**config.mk**
```make
export PLATFORM = sky130hd
export DESIGN_NAME = int_injector
export DESIGN_NICKNAME = d
export VERILOG_FILES = /design/src/rtl/int_inj_pkg.sv /design/src/rtl/int_inj_ack_detect.sv /design/src/rtl/int_injector.sv
export SDC_FILE = /design/constraint.sdc
export NUM_CORES = 1
export LEC_CHECK = 0
export ABC_AREA = 0
export CORE_AREA = 2 2 47 70
export CTS_CLUSTER_DIAMETER = 100
export DETAILED_ROUTE_END_ITERATION = 6
export DIE_AREA = 0 0 49 72
export PLACE_DENSITY = 0.78
export SYNTH_ARGS = -nofsm -noshare
export SYNTH_HDL_FRONTEND = slang
export SYNTH_SLANG_ARGS = --single-unit
```
**constraint.sdc**
```tcl
create_clock -name clk -period 2.6 [get_ports clk]
set_input_delay 0.65 -clock clk [delete_from_list [all_inputs] [get_ports clk]]
set_output_delay 0.65 -clock clk [all_outputs]
set_load 0.005 [all_outputs]
```
**src/rtl/int_inj_pkg.sv**
```systemverilog
// int_inj_pkg: shared types and constants for the interrupt injector.
//   int_inj_state_e   controller state (armed / asserting / re-arming / done)
//   WORD_MASK         clears the byte-offset bits of a 32-bit address
//   DEFAULT_TARGET_PC default PC that triggers an interrupt
//   DEFAULT_ACK_ADDR  default interrupt-ack word address
package int_inj_pkg;

   typedef enum logic [1:0] {
      StArmed,
      StAssert,
      StRearm,
      StDone
   } int_inj_state_e;

   localparam logic [31:0] WORD_MASK         = 32'hFFFF_FFFC;
   localparam logic [31:0] DEFAULT_TARGET_PC = 32'h0000_3010;
   localparam logic [31:0] DEFAULT_ACK_ADDR  = 32'h0000_7F20;

endpackage

```
**src/rtl/int_inj_ack_detect.sv**
```systemverilog
// int_inj_ack_detect: combinational word-aligned write decode.
// Ports:
//   addr    in  32  write address (byte offset bits ignored)
//   byteen  in  4   byte enables; any bit set means a write
//   ack     out 1   write to the ACK_ADDR word
module int_inj_ack_detect
   import int_inj_pkg::*;
#(
   parameter logic [31:0] ACK_ADDR = DEFAULT_ACK_ADDR
) (
   input  logic [31:0] addr,
   input  logic [3:0]  byteen,
   output logic        ack
);

   assign ack = (|byteen) && ((addr & WORD_MASK) == (ACK_ADDR & WORD_MASK));

endmodule

```
**src/rtl/int_injector.sv**
```systemverilog
// int_injector: raises an interrupt when the CPU PC reaches TARGET_PC and holds it
// until the handler writes the ack word at ACK_ADDR. Re-arms (after the PC leaves
// the target) up to MAX_FIRES times; MAX_FIRES = 0 means unlimited.
// Optional: define INT_INJ_TIMEOUT_EN to abandon an unacknowledged interrupt after
// TIMEOUT_CYCLES cycles and set the sticky timeout_err flag.
// Ports:
//   clk             in  1   system clock
//   reset           in  1   synchronous active-high reset
//   macroscopic_pc  in  32  CPU architectural PC
//   m_int_addr      in  32  CPU interrupt-device write address
//   m_int_byteen    in  4   CPU interrupt-device byte enables
//   interrupt       out 1   registered interrupt request
//   fire_count      out 8   acknowledged interrupts, saturating at 255
//   busy            out 1   high while asserting an interrupt
//   timeout_err     out 1   sticky ack-timeout flag (0 when timeout disabled)
module int_injector
   import int_inj_pkg::*;
#(
   parameter logic [31:0] TARGET_PC      = DEFAULT_TARGET_PC,
   parameter logic [31:0] ACK_ADDR       = DEFAULT_ACK_ADDR,
   parameter int unsigned MAX_FIRES      = 1,
   parameter int unsigned TIMEOUT_CYCLES = 1024
) (
   input  logic        clk,
   input  logic        reset,
   input  logic [31:0] macroscopic_pc,
   input  logic [31:0] m_int_addr,
   input  logic [3:0]  m_int_byteen,
   output logic        interrupt,
   output logic [7:0]  fire_count,
   output logic        busy,
   output logic        timeout_err
);

   int_inj_state_e state;
   logic           pc_hit;
   logic           ack;
   logic [7:0]     count_inc;
   logic           last_fire;

   assign pc_hit = (macroscopic_pc & WORD_MASK) == (TARGET_PC & WORD_MASK);

   int_inj_ack_detect #(
      .ACK_ADDR (ACK_ADDR)
   ) u_ack_detect (
      .addr   (m_int_addr),
      .byteen (m_int_byteen),
      .ack    (ack)
   );

   assign count_inc = (fire_count == 8'hFF) ? fire_count : fire_count + 8'd1;
   assign last_fire = (MAX_FIRES != 0) && ({24'd0, count_inc} == MAX_FIRES);

`ifdef INT_INJ_TIMEOUT_EN
   logic [31:0] timer;
`else
   logic unused_timeout;
   assign unused_timeout = ^TIMEOUT_CYCLES;
   assign timeout_err    = 1'b0;
`endif

   always_ff @(posedge clk) begin
      if (reset) begin
         state      <= StArmed;
         interrupt  <= 1'b0;
         busy       <= 1'b0;
         fire_count <= 8'd0;
`ifdef INT_INJ_TIMEOUT_EN
         timer       <= 32'd0;
         timeout_err <= 1'b0;
`endif
      end else begin
         unique case (state)
            StArmed: begin
               // A simultaneous ack is ignored here: the hit wins.
               if (pc_hit) begin
                  state     <= StAssert;
                  interrupt <= 1'b1;
                  busy      <= 1'b1;
`ifdef INT_INJ_TIMEOUT_EN
                  timer     <= 32'd0;
`endif
               end
            end
            StAssert: begin
               if (ack) begin
                  interrupt  <= 1'b0;
                  busy       <= 1'b0;
                  fire_count <= count_inc;
                  state      <= last_fire ? StDone : StRearm;
`ifdef INT_INJ_TIMEOUT_EN
               end else if (timer == TIMEOUT_CYCLES - 1) begin
                  interrupt   <= 1'b0;
                  busy        <= 1'b0;
                  timeout_err <= 1'b1;
                  state       <= StDone;
               end else begin
                  timer <= timer + 32'd1;
`endif
               end
            end
            StRearm: begin
               // The PC must leave the target before another interrupt can fire.
               if (!pc_hit) state <= StArmed;
            end
            StDone: begin
            end
            default: state <= StArmed;
         endcase
      end
   end

endmodule

```
==> results of run 1 <==
-- Yosys cell counts (3+ instances only) --
cell type  count  area (um^2)
dfxtp_1       11        220.2
nor3_1         6        30.03
and3_1         3        18.77
nand2_1        8        30.03
nand3_1        5        25.02
nor4b_1        4        35.03
mux2i_1        3        30.03
nor4_1         8        50.05
o21ai_0        5        25.02
clkbuf_1       3        11.26
nor2_1         6        22.52
a21oi_1        6        30.03
-- per-stage QoR --
step	util, %	setup TNS [ns]	total power, mW	cell area, um^2
floorplan	-	0	0.1834	837.1
global placement	56.01	-0.1006	0.2792	1632
detailed placement	56.01	-0.2624	0.2815	1632
CTS	57.56	0	0.4654	1677
global route	57.56	0	0.4794	1677
finish	57.56	0	0.4607	1677
-- worst register-to-register path: stages (launching register included) --
cell     delay, ns
dfxtp_1       0.37
ha_1          0.31
and3_1        0.31
a31oi_1       0.23
nand4_2       0.15
or3_1         0.36
a21oi_1       0.14
-- state kept, by name, summed over array words and instances (netlist names) --
register,flops
state,2
busy,1
fire_count,8
-- worst max-delay path by stage --
stage | slack [ns] | endpoint | cells after the start
after floorplan | 0.44 | fire_count[6] | 6
after detailed placement | -0.14 | fire_count[6] | 7
after global routing | 0.03 | fire_count[6] | 7
final | 0.11 | fire_count[6] | 7
after CTS | 0.11 | fire_count[6] | 7
after global placement | -0.05 | fire_count[6] | 7
-- cells by family (layout without fill, tap and decap cells) --
group                      after synthesis  after routing  share of synthesized area (%)
xor gates and xnor gates                 3              3                          3.140
and+or+nand+nor                         58             58                          44.40
DFF                                     11             11                          26.31
other                                    1              1                         0.4480
muxes                                    3              3                          3.588
adders and majority gates                1              1                          1.495
AOI/OAI and AO/OA                       17             17                          15.10
buffers and inverters                    8             85                          5.529
-- power groups by stage --
stage               Clock, mW  Combinational [mW]  Sequential (mW)
floorplan                   0              0.0111            0.172
global placement            0               0.107            0.172
detailed placement          0               0.109            0.172
CTS                     0.187               0.110            0.169
global route            0.195               0.115            0.169
finish                  0.183               0.109            0.169
-- cell type report --
class                      count  area (um^2)
multi-input combinational     83        570.5
inverter                       1        3.754
sequential                    11        220.2
fill                         261         1236
timing repair buffer          80        788.3
clock buffer                   4        45.04
tap                           39        48.80
-- routing by layer --
layer | GRT usage (%) | wire length, um | vias up
met2 | 35.46 | 1612 | 73
met1 | 20.58 | 1324 | 510
met3 | 7.613 | 346 | 11
met5 | 0 | 0 | -
li1 | - | - | 548
met4 | 12.06 | 114 | 0
==> summary.md, run 1 <==
| Metric | Value |
|---|---|
| Post-Place Worst Slack | `-0.1402 ns` |
| Sw Pwr | `0.09358 mW` |
| Rows | `24` |
| WP buf/inv | `2` |
| Crit-path cells | `clkdlybuf4s50_1 > or4_4 > nor3_2 > and4b_1 > buf_4 > nor4bb_1 > nor3_1` |
| Number of distinct library cells after synthesis | `38` |
| Crit-path leading delay family | `simple AND/OR/NAND/NOR gates` |
| CP Launch Type | `primary input` |
| Critical Path Max Stage Delay | `0.53 ns` |
| Dpl hpwl | `around 2900 um` |
| Placed cells | `between 200 and 250` |
| CTS tree | `done` |
| Commonest non-fill, non-tap cell in the layout | `clkdlybuf4s50_1` |
| Hold path cells | `2` |
| Worst r2r src | `fire_count[0]` |
| CTS sink cnt | `11` |
| Mapped Cells | `102` |
| Fin crit share | `95.63%` |
| CP max stage cell | `or4_4` |
| Drt pass-1 iters | `4` |
| Critical Path RT | `~2.7 ns` |
| Hold Path Sink | `busy` |
| ANT cells | `0` |
| Net count, final | `251` |
| Fraction of layout cells with a size suffix above 1 | `around 8.4%` |
| Die area | `3528 um^2` |
| Hold-fix buffers, CTS | `0` |
| Max frequency | `402.2 MHz` |
| Most frequent cells in the layout | `clkdlybuf4s50_1, dfxtp_1, nor4_1, nand2_1` |
| Worst hold slack | `between 0.5 and 0.6 ns` |
| Area of the core | `2913 um^2` |
| RSZ-0062 raised after global routing | `no` |
| H-tree depth | `1` |
| Sequential share of the synthesized area | `26.31%` |
| Hold_sp | `busy` |
| Worst Path Arrival | `about 2.6 ns` |
| Clock root buffer | `clkbuf_8` |
| Yosys warns | `0` |
| Clock slew at reported path FFs | `0.05 ns` |
| Area Growth Syn to Fin | `100.3%` |
| Slew Limit Fails | `0` |
| DRC viols | `0` |
| Detailed Route Iter0 Violations | `39` |
| Die Ht | `72 um` |
| Register share of total power | `36.6%` |
| Number of flops mapped to enable cells by yosys | `0` |
| Initial antenna violation count | `0` |
| Overall global routing resource usage | `roughly a fifth` |
| Vias | `1,142` |
| CP endpoint kind | `flop` |
| Starting Density | `28.74%` |
| First-pass GRT wire length | `5575 um` |
| Reg2Reg Setup Slack | `0.66 ns` |
| Max-cap viol count | `0` |
| Total gr overflow | `0` |
| Setup ws final | `~0.11 ns` |
| Io pins | `81` |
| Cell Count, Final, Fillers Out | `between 200 and 250` |
| Worst Setup SP | `m_int_addr[19]` |
| Die Width | `approximately 49 um` |
| Top FF cell, synth | `dfxtp_1` |
| Buffers added on ports | `75` |
| WL final | `3397 um` |
| Comb pwr share | `23.7%` |
| CTS Buf Count | `3` |
| Largest net degree at the start of global routing | `13` |
| PD cells | `274.8 nW/um^2` |
| Clock Tree Buf Depth | `2` |
| Vias/cell | `5.239` |
| Status | `complete, no violations` |
| Syn nets | `173` |
| Placer congestion estimate | `roughly 0.88` |
| Routed WL per cell | `15.58 um` |
| Ys async rst share | `0%` |
| Switch share | `20.31%` |
| Crit path time final | `2.486 ns` |
| Critical path class | `in2reg` |
| Clock Power Share | `39.7%` |
| #FFs+latches synth | `11` |
| CTS-repair resized insts | `0` |
| Setup Fix Bufs, Post-CTS | `0` |
| Worst reg-to-reg path cell count | `6` |
| R2R Path End | `fire_count[3]` |
| Mapped Area | `837.1 um^2` |
| Setup violations, final | `0` |
| P_leak | `between 0.5 and 0.6 nW` |
| Vias in the first global route | `1,189` |
| Post-synthesis area per instance | `~8.2 um^2` |
| Fin Clk Skew | `0.002622 ns` |
| Worst skew pair latency | `0.25 ns` |
| HP Class | `reg2reg` |
| Hold Vio Cnt, Final | `0` |
| Pint | `0.3671 mW` |
| CP max FO | `4` |
| Max VDD drop | `0.3014 mV` |
| Routed Antenna Nets | `0` |
No activity file was read; power rests on OpenSTA's default activity.
==> run 2, diff against run 1 <==
Settings changed: HOLD_SLACK_MARGIN set to 0.08.
==> results of run 2 <==
The final DEF is identical to that of run 1; final timing and power are the same.
